**config.mk**
```make
export PLATFORM = sky130hd
export DESIGN_NAME = load_store_unit
export DESIGN_NICKNAME = d
export VERILOG_FILES = /design/src/rtl/load_store_unit.sv
export SDC_FILE = /design/constraint.sdc
export NUM_CORES = 1
export LEC_CHECK = 0
export CORE_AREA = 3 3 105 107
export CTS_CLUSTER_SIZE = 25
export DETAILED_ROUTE_END_ITERATION = 8
export DIE_AREA = 0 0 108 110
export PLACE_DENSITY = 0.8
export SLEW_MARGIN = 0
export SYNTH_ARGS = -nofsm -noshare
export SYNTH_HDL_FRONTEND = slang
export SYNTH_SLANG_ARGS = --single-unit
export TNS_END_PERCENT = 50
```
**constraint.sdc**
```tcl
create_clock -name LSU_clk -period 1.8 [get_ports LSU_clk]
set_input_delay 0.18 -clock LSU_clk [delete_from_list [all_inputs] [get_ports LSU_clk]]
set_output_delay 0.18 -clock LSU_clk [all_outputs]
set_load 0.01 [all_outputs]
```
**src/rtl/load_store_unit.sv**
```systemverilog
// RISC-V byte/half/word load-store sequencer for a byte-write, registered 32-bit-read RAM.
// Stores take N cycles (one byte per cycle), loads take 2, illegal requests complete at acceptance; req_ready only in IDLE.
module load_store_unit #(
   parameter int ADDR_W = 6
) (
   input  logic              LSU_clk,
   input  logic              LSU_rst,
   input  logic              req_valid,
   output logic              req_ready,
   input  logic              req_we,
   input  logic [2:0]        req_funct3,
   input  logic [ADDR_W-1:0] req_addr,
   input  logic [31:0]       req_wdata,
   output logic              resp_done,
   output logic              resp_err,
   output logic [31:0]       resp_rdata,
   output logic              mem_WE,
   output logic [ADDR_W-1:0] mem_add,
   output logic [7:0]        mem_in,
   input  logic [31:0]       mem_out
);

   typedef enum logic [1:0] {IDLE, STORE, LOAD, CAPTURE} state_t;

   typedef struct packed {
      logic              we;
      logic [2:0]        funct3;
      logic [ADDR_W-1:0] addr;
      logic [31:0]       wdata;
   } req_t;

   state_t            state, state_nxt;
   req_t              req_q;
   logic [1:0]        byte_idx;
   logic [1:0]        last_idx;
   logic              accept;
   logic              req_legal;
   logic [ADDR_W-1:0] mem_add_q;
   logic [7:0]        mem_in_q;
   logic [31:0]       shifted;
   logic [31:0]       load_result;

   assign accept = req_valid & req_ready;

   // Width code maps to last byte index: 00->0, 01->1, 10->3.
   assign last_idx = {req_q.funct3[1], req_q.funct3[1] | req_q.funct3[0]};

   always_comb begin
      req_legal = 1'b0;
      case (req_funct3)
         3'b000:  req_legal = 1'b1;
         3'b001:  req_legal = ~req_addr[0];
         3'b010:  req_legal = (req_addr[1:0] == 2'b00);
         3'b100:  req_legal = ~req_we;
         3'b101:  req_legal = ~req_we & ~req_addr[0];
         default: req_legal = 1'b0;
      endcase
   end

   always_ff @(posedge LSU_clk) begin
      if (LSU_rst) state <= IDLE;
      else         state <= state_nxt;
   end

   always_comb begin
      state_nxt = state;
      case (state)
         IDLE:    if (accept && req_legal) state_nxt = req_we ? STORE : LOAD;
         STORE:   if (byte_idx == last_idx) state_nxt = IDLE;
         LOAD:    state_nxt = CAPTURE;
         CAPTURE: state_nxt = IDLE;
         default: state_nxt = IDLE;
      endcase
   end

   // mem_add/mem_in replay their registered copies so they hold outside writes.
   always_comb begin
      req_ready = (state == IDLE);
      mem_WE    = 1'b0;
      mem_add   = mem_add_q;
      mem_in    = mem_in_q;
      case (state)
         STORE: begin
            mem_WE  = 1'b1;
            mem_add = req_q.addr + ADDR_W'(byte_idx);
            mem_in  = req_q.wdata[{byte_idx, 3'b000} +: 8];
         end
         LOAD:    mem_add = {req_q.addr[ADDR_W-1:2], 2'b00};
         default: ;
      endcase
   end

   assign shifted = mem_out >> {req_q.addr[1:0], 3'b000};

   always_comb begin
      case (req_q.funct3)
         3'b000:  load_result = {{24{shifted[7]}}, shifted[7:0]};
         3'b001:  load_result = {{16{shifted[15]}}, shifted[15:0]};
         3'b100:  load_result = {24'd0, shifted[7:0]};
         3'b101:  load_result = {16'd0, shifted[15:0]};
         default: load_result = shifted;
      endcase
   end

   always_ff @(posedge LSU_clk) begin
      if (LSU_rst) begin
         req_q      <= '0;
         byte_idx   <= 2'd0;
         resp_done  <= 1'b0;
         resp_err   <= 1'b0;
         resp_rdata <= 32'd0;
         mem_add_q  <= '0;
         mem_in_q   <= 8'd0;
      end else begin
         resp_done <= 1'b0;
         mem_add_q <= mem_add;
         mem_in_q  <= mem_in;
         byte_idx  <= (state == STORE) ? byte_idx + 2'd1 : 2'd0;
         case (state)
            IDLE: begin
               if (accept) begin
                  if (req_legal) begin
                     req_q <= '{we: req_we, funct3: req_funct3, addr: req_addr, wdata: req_wdata};
                  end else begin
                     resp_done <= 1'b1;
                     resp_err  <= 1'b1;
                  end
               end
            end
            STORE: begin
               if (byte_idx == last_idx) begin
                  resp_done <= 1'b1;
                  resp_err  <= 1'b0;
               end
            end
            CAPTURE: begin
               resp_rdata <= load_result;
               resp_done  <= 1'b1;
               resp_err   <= 1'b0;
            end
            default: ;
         endcase
      end
   end

endmodule

```
==> flow_metrics.env, run 1 <==
export IMPL_grt_pass1_wl_um=20000
export IMPL_hold_viol_final=0
export IMPL_yosysWarnings=0
export IMPL_dpl_cell_count=762
export IMPL_die_x_um=108
export IMPL_critPathArrivalTime_ns=2.32
export IMPL_crit_chain="buf_6 -> buf_12 -> mux4_2 -> and2_4 -> a311oi_4 -> buf_6 -> clkbuf_16 -> a211oi_1"
export IMPL_violations="setup timing"
export IMPL_slew_headroom_pct=73.2
export IMPL_cts_buffer_depth=2
export IMPL_wire_per_inst_um=17.0
export IMPL_io_pins=127
export IMPL_antenna_found_initial=0
export IMPL_critPathTopFamily="buffers and inverters"
export IMPL_syn_num_nets=578
export IMPL_clock_latency_ns=0.36
export IMPL_cp_end_kind="flop"
export IMPL_clkTransAtPathRegs_ns=0.09
export IMPL_drtIter0Drc=286
export IMPL_drv_cap=0
export IMPL_dieHeight_um=110
export IMPL_fin_util_pct=65.5
export IMPL_min_period_ns=2.09
export IMPL_synthDominantCellAreaShare_pct=42.9
export IMPL_tritoncts="yes"
export IMPL_grt_use_met2_pct=36.2
export IMPL_setup_slack_ns=-0.288
export IMPL_synthTopCellsByArea="dfxtp_1 43%, nand2_1 8.9%, mux2i_1 6.9%"
export IMPL_finClkSkew_ns=0.0114
export IMPL_crit_path_max_incr_delay_ns=0.50
export IMPL_place_gp_congestion=0.874
export IMPL_peakVddDrop_mv=0.409
export IMPL_ys_seq_elements=93
export IMPL_yosysSeqAreaShare_pct=42.9
export IMPL_holdCritPathClass="in2reg"
export IMPL_async_reset_ff_share_pct=0
export IMPL_clock_sinks=93
export IMPL_cts_buffers=9
export IMPL_tightestPinTransition_ns=0.401
export IMPL_setup_viol=39
export IMPL_h_tree_depth=3
export IMPL_track_usage_pct=21.2
export IMPL_met1_usage_pct=26.5
export IMPL_postSynthCellCount=494
export IMPL_syn_area_um2=4340
export IMPL_final_common_cell="clkdlybuf4s50_1"
export IMPL_synth_edf_count=0
export IMPL_rows=37
export IMPL_yosysTopAreaCell="dfxtp_1"
export IMPL_dr_total_vias=4274
export IMPL_n_antenna_cell=0
export IMPL_vias_per_cell=5.36
export IMPL_dieArea_um2=11900
export IMPL_critPathRequiredTime_ns=2.03
export IMPL_rsz0062_at_grt="yes"
export IMPL_io_buffers=126
export IMPL_area_growth_pct=54.4
export IMPL_cts_root_buf="clkbuf_8"
export IMPL_grt_start_max_net_pins=42
export IMPL_crit_slowest_cell="mux4_2"
export IMPL_drt_total_wl_um=13500
export IMPL_stdcell_count=798
export IMPL_grt_pass1_vias=4149
export IMPL_power_density_nw_per_um2=754
export IMPL_avgSynthCellArea_um2=8.79
export IMPL_cts_hold_buf=0
export IMPL_dpl_hpwl_um=9030
export IMPL_critical_path_most_common_cell="buf_6"
export IMPL_dr_pass1_iters=4
export IMPL_path_class="reg2reg"
export IMPL_synth_ff_type="dfxtp_1"
export IMPL_final_cell_mix="110 x clkdlybuf4s50_1, 103 x nand2_1, 87 x dfxtp_1"
export IMPL_fmax_mhz=479
export IMPL_drive_gt1_share_pct=26.3
export IMPL_leakage_nw=2.42
export IMPL_grt_util_met3_pct=3.44
export IMPL_synth_distinct_cells=38
export IMPL_grt_ovfl_total=0
export IMPL_status="complete, but fails checks"
export IMPL_core_um2=10200
export IMPL_power_mw=5.06
export IMPL_post_route_period_util_pct=116
export IMPL_drv_slew=0
export IMPL_final_nets=742
export IMPL_drc_errors=0
export IMPL_grt_busiest_layer="met2"
export IMPL_critPathLaunchType="flop"
export IMPL_cp_num_buf_inv=4
export IMPL_initial_core_util_pct=42.4
export IMPL_crit_fanout=8
export IMPL_ant_nets=0
-- through the flow --
| step | hold slack, ns | TNS (ns) | setup WS [ns] | area [um^2] |
|---|---|---|---|---|
| finish | 0.115 | -7.75 | -0.288 | 6700 |
| global route | 0.102 | -9.96 | -0.355 | 6700 |
| CTS | 0.0893 | -5.32 | -0.260 | 6450 |
| detailed placement | 0.445 | -16.95 | -0.389 | 5990 |
| global placement | 0.440 | -13.94 | -0.357 | 5990 |
| floorplan | 0.308 | -0.0636 | -0.00636 | 4350 |
-- state kept, by name, indices dropped and copies added (netlist names) --
signal and count:
req_q 40, resp_rdata 32, mem_add_q 6, state 2, last_idx 1, resp_done 1
resp_err 1, mem_in_q 8, byte_idx 2
-- report_power, final --
part	total, mW	leakage, nW	switching, mW	internal [mW]
Sequential	2.25	0.757	0.0726	2.18
Clock	1.36	0.0915	0.722	0.634
Combinational	1.45	1.57	0.683	0.770
-- per-layer routing --
metal / vias up / part of all wire (%)
met3: 39 / 5.3
met5: - / 0
met2: 168 / 50
met1: 2028 / 41
met4: 0 / 3.8
li1: 2039 / -
-- what timing repair did --
item,in CTS,in global routing
resized for setup,117,33
setup buffers,10,8
endpoints found under the setup margin,41,42
gates cloned,1,3
pin swaps,16,13
-- path summary, 6_finish.rpt --
path	startpoint	end	slack, ns	cells after the start
setup / recovery	req_q[32]	resp_rdata[24]	-0.29	8
hold / removal	LSU_rst	state[1]	0.11	2
setup reg to reg	req_q[32]	resp_rdata[24]	-0.29	8
hold reg to reg	req_q[25]	req_q[25]	0.46	2
-- synth_stat cells, types with 2 or more instances --
cell	count
nor2_1	40
a21boi_0	3
mux2i_1	30
o21ai_0	4
nand2_1	103
buf_6	2
and3_1	2
nand4_1	2
a21o_1	5
a21oi_1	56
o31ai_1	4
a31o_2	2
inv_1	7
a211oi_1	21
buf_2	10
dfxtp_1	93
nand2b_1	2
o2bb2ai_1	8
buf_1	3
ha_1	6
nor3_1	8
nor2b_1	15
a31oi_1	2
mux2_2	17
mux4_2	9
clkbuf_1	23
nand3_1	4
or4_1	3
-- cells by family after synthesis --
group / after synthesis / synth area share [%]
AND/OR/NAND/NOR: 182 / 17.9
AO/OA/AOI/OAI: 109 / 16.1
flip-flops: 93 / 42.9
multiplexers: 56 / 16.0
buffers and inverters: 45 / 4.52
adder cells (fa/ha/maj): 7 / 2.19
XOR/XNOR: 2 / 0.403
-- layout make-up --
type,count,area (um^2)
Fill cell,788,3530
Sequential cell,93,1880
Multi-Input combinational cell,356,2540
Clock inverter,6,63.8
Timing Repair Buffer,191,1900
Clock buffer,9,124
Tap cell,136,170
Inverter,7,26.3
No activity file was read; power rests on OpenSTA's default activity.
==> inputs of run 2 (changes only) <==
--- a/config.mk
+++ b/config.mk
@@ -9,6 +9,7 @@
 export CTS_CLUSTER_SIZE = 25
 export DETAILED_ROUTE_END_ITERATION = 8
 export DIE_AREA = 0 0 108 110
+export GPL_TIMING_DRIVEN = 1
 export PLACE_DENSITY = 0.8
 export SLEW_MARGIN = 0
 export SYNTH_ARGS = -nofsm -noshare
==> results of run 2 <==
Same layout as run 1: the final DEF is identical, and so are final timing and power.
==> inputs of run 3 (changes only) <==
--- a/config.mk
+++ b/config.mk
@@ -9,7 +9,6 @@
 export CTS_CLUSTER_SIZE = 25
 export DETAILED_ROUTE_END_ITERATION = 8
 export DIE_AREA = 0 0 108 110
-export GPL_TIMING_DRIVEN = 1
 export PLACE_DENSITY = 0.8
 export SLEW_MARGIN = 0
 export SYNTH_ARGS = -nofsm -noshare
==> constraint.sdc (replaced) <==
create_clock -name LSU_clk -period 1.9 [get_ports LSU_clk]
set_input_delay 0.19 -clock LSU_clk [delete_from_list [all_inputs] [get_ports LSU_clk]]
set_output_delay 0.19 -clock LSU_clk [all_outputs]
set_load 0.01 [all_outputs]
==> flow_metrics.env, run 3 (same netlist as run 1, synthesis figures left out) <==
export IMPL_track_usage_pct=21.6
export IMPL_fin_hold_ws_ns=0.361
export IMPL_r2r_end="resp_rdata[31]"
export IMPL_crit_chain="ha_4 -> fa_2 -> a21oi_2 -> a31oi_2 -> mux2_4 -> buf_6"
export IMPL_cts_buffer_depth=2
export IMPL_holdCritPathClass="in2reg"
export IMPL_timing_rr_start="req_q[32]"
export IMPL_drc_errors=0
export IMPL_io_buffers=126
export IMPL_drt_total_wl_um=13400
export IMPL_setup_viol=32
export IMPL_initial_core_util_pct=42.4
export IMPL_max_flop_register="req_q"
export IMPL_peakVddDrop_mv=0.390
export IMPL_grt_pass1_wl_um=20500
export IMPL_path_class="reg2out"
export IMPL_violations="setup timing"
export IMPL_hp_start="req_wdata[30]"
export IMPL_clock_latency_ns=0.36
export IMPL_final_nets=730
export IMPL_reg_top3="req_q (40), resp_rdata (32), mem_in_q (8)"
export IMPL_setup_tns_ns=-2.24
export IMPL_antenna_found_initial=0
export IMPL_place_gp_congestion=0.901
export IMPL_rsz0062_at_grt="yes"
export IMPL_wire_per_inst_um=17.0
export IMPL_dpl_hpwl_um=8870
export IMPL_setup_slack_ns=-0.177
export IMPL_cts_root_buf="clkbuf_8"
export IMPL_tightestPinTransition_ns=0.682
export IMPL_holdPathStages=3
export IMPL_critPathRequiredTime_ns=1.71
export IMPL_fillers=815
export IMPL_drv_cap=0
export IMPL_dieHeight_um=110
export IMPL_clkTransAtPathRegs_ns=0.11
export IMPL_rows=37
export IMPL_drive_gt1_share_pct=24.3
export IMPL_hold_viol_final=0
export IMPL_n_antenna_cell=0
export IMPL_post_route_period_util_pct=109
export IMPL_largest_reg_flops=40
export IMPL_dr_pass1_iters=5
export IMPL_cp_num_buf_inv=1
export IMPL_fmax_mhz=481
export IMPL_drv_slew=0
export IMPL_final_common_cell="clkdlybuf4s50_1"
export IMPL_final_cell_mix="111 x clkdlybuf4s50_1, 103 x nand2_1, 88 x dfxtp_1"
export IMPL_critPathArrivalTime_ns=1.89
export IMPL_core_um2=10200
export IMPL_reg2reg_depth=7
export IMPL_h_tree_depth=3
export IMPL_area_growth_pct=52.4
export IMPL_dieArea_um2=11900
export IMPL_cp_end_kind="output port"
export IMPL_cts_hold_buf=0
export IMPL_finClkSkew_ns=0.0109
export IMPL_slew_headroom_pct=54.5
export IMPL_crit_slowest_cell="dfxtp_4"
export IMPL_clock_sinks=93
export IMPL_vias_per_cell=5.31
export IMPL_critPathTopFamily="adder cells"
export IMPL_grt_ovfl_total=0
export IMPL_dr_total_vias=4179
export IMPL_place_ws_ns=-0.272
export IMPL_crit_fanout=4
export IMPL_whs_endpoint="req_q[30]"
export IMPL_status="complete, but fails checks"
export IMPL_power_density_nw_per_um2=714
export IMPL_crit_path_max_incr_delay_ns=0.38
export IMPL_io_pins=127
export IMPL_reg2reg_slack_ns=-0.09
export IMPL_die_x_um=108
export IMPL_ant_nets=0
export IMPL_fin_util_pct=64.7
export IMPL_cts_buffers=9
export IMPL_critPathLaunchType="flop"
export IMPL_power_mw=4.72
export IMPL_grt_start_max_net_pins=42
export IMPL_min_period_ns=2.08
export IMPL_tritoncts="yes"
export IMPL_grt_pass1_vias=4239
export IMPL_leakage_nw=2.38
export IMPL_drtIter0Drc=197
[run 3: metal layers]
layer | GRT usage (%) | up-vias | part of all wire (%)
li1 | - | 2015 | -
met4 | 8.12 | 0 | 3.3
met2 | 38.3 | 157 | 50
met3 | 2.62 | 36 | 4.7
met1 | 27.0 | 1971 | 42
met5 | 0 | - | 0
[run 3: worst max-delay path by stage]
stage                 from              to  slack [ns]  depth (start not counted)
2_1_floorplan    req_q[32]  resp_rdata[20]        0.02                          6
3_3_place_gp     req_q[32]      mem_add[2]       -0.25                          6
3_5_place_dp   req_addr[0]        state[1]       -0.27                          5
4_1_cts        byte_idx[0]      mem_add[2]       -0.24                          6
5_1_grt        byte_idx[0]      mem_add[2]       -0.24                          6
6_report       byte_idx[0]      mem_add[2]       -0.18                          6
[run 3: final cells by class]
type	count	area, um^2	area share (%)
Clock buffer	9	124	1.87
Clock inverter	7	78.8	1.19
Sequential cell	93	1880	28.4
Timing Repair Buffer	179	1810	27.3
Tap cell	136	170	2.57
Multi-Input combinational cell	356	2530	38.2
Inverter	7	26.3	0.397
[run 3: timing repair]
item	in CTS	in global routing
gates resized for setup	117	26
gates cloned	4	0
buffers inserted	16	1
pin swaps	9	10
endpoints found under the setup margin	41	41
[run 3: worst min-delay path: stages]
cell and delay, ns:
clkdlybuf4s50_1 0.39, nand2_1 0.06, a21oi_1 0.05
[run 3: power by group]
part	internal, mW	switching [mW]	leakage, nW
clock	0.521	0.790	0.102
combinational	0.668	0.609	1.52
sequential	2.06	0.0745	0.757
total	3.25	1.47	2.38
[run 3: metrics by stage]
| stage | cell area (um^2) | cells |
|---|---|---|
| floorplan | 4340 | 494 |
| global placement | 5920 | 753 |
| detailed placement | 5920 | 753 |
| CTS | 6540 | 789 |
| global route | 6620 | 787 |
| finish | 6620 | 787 |
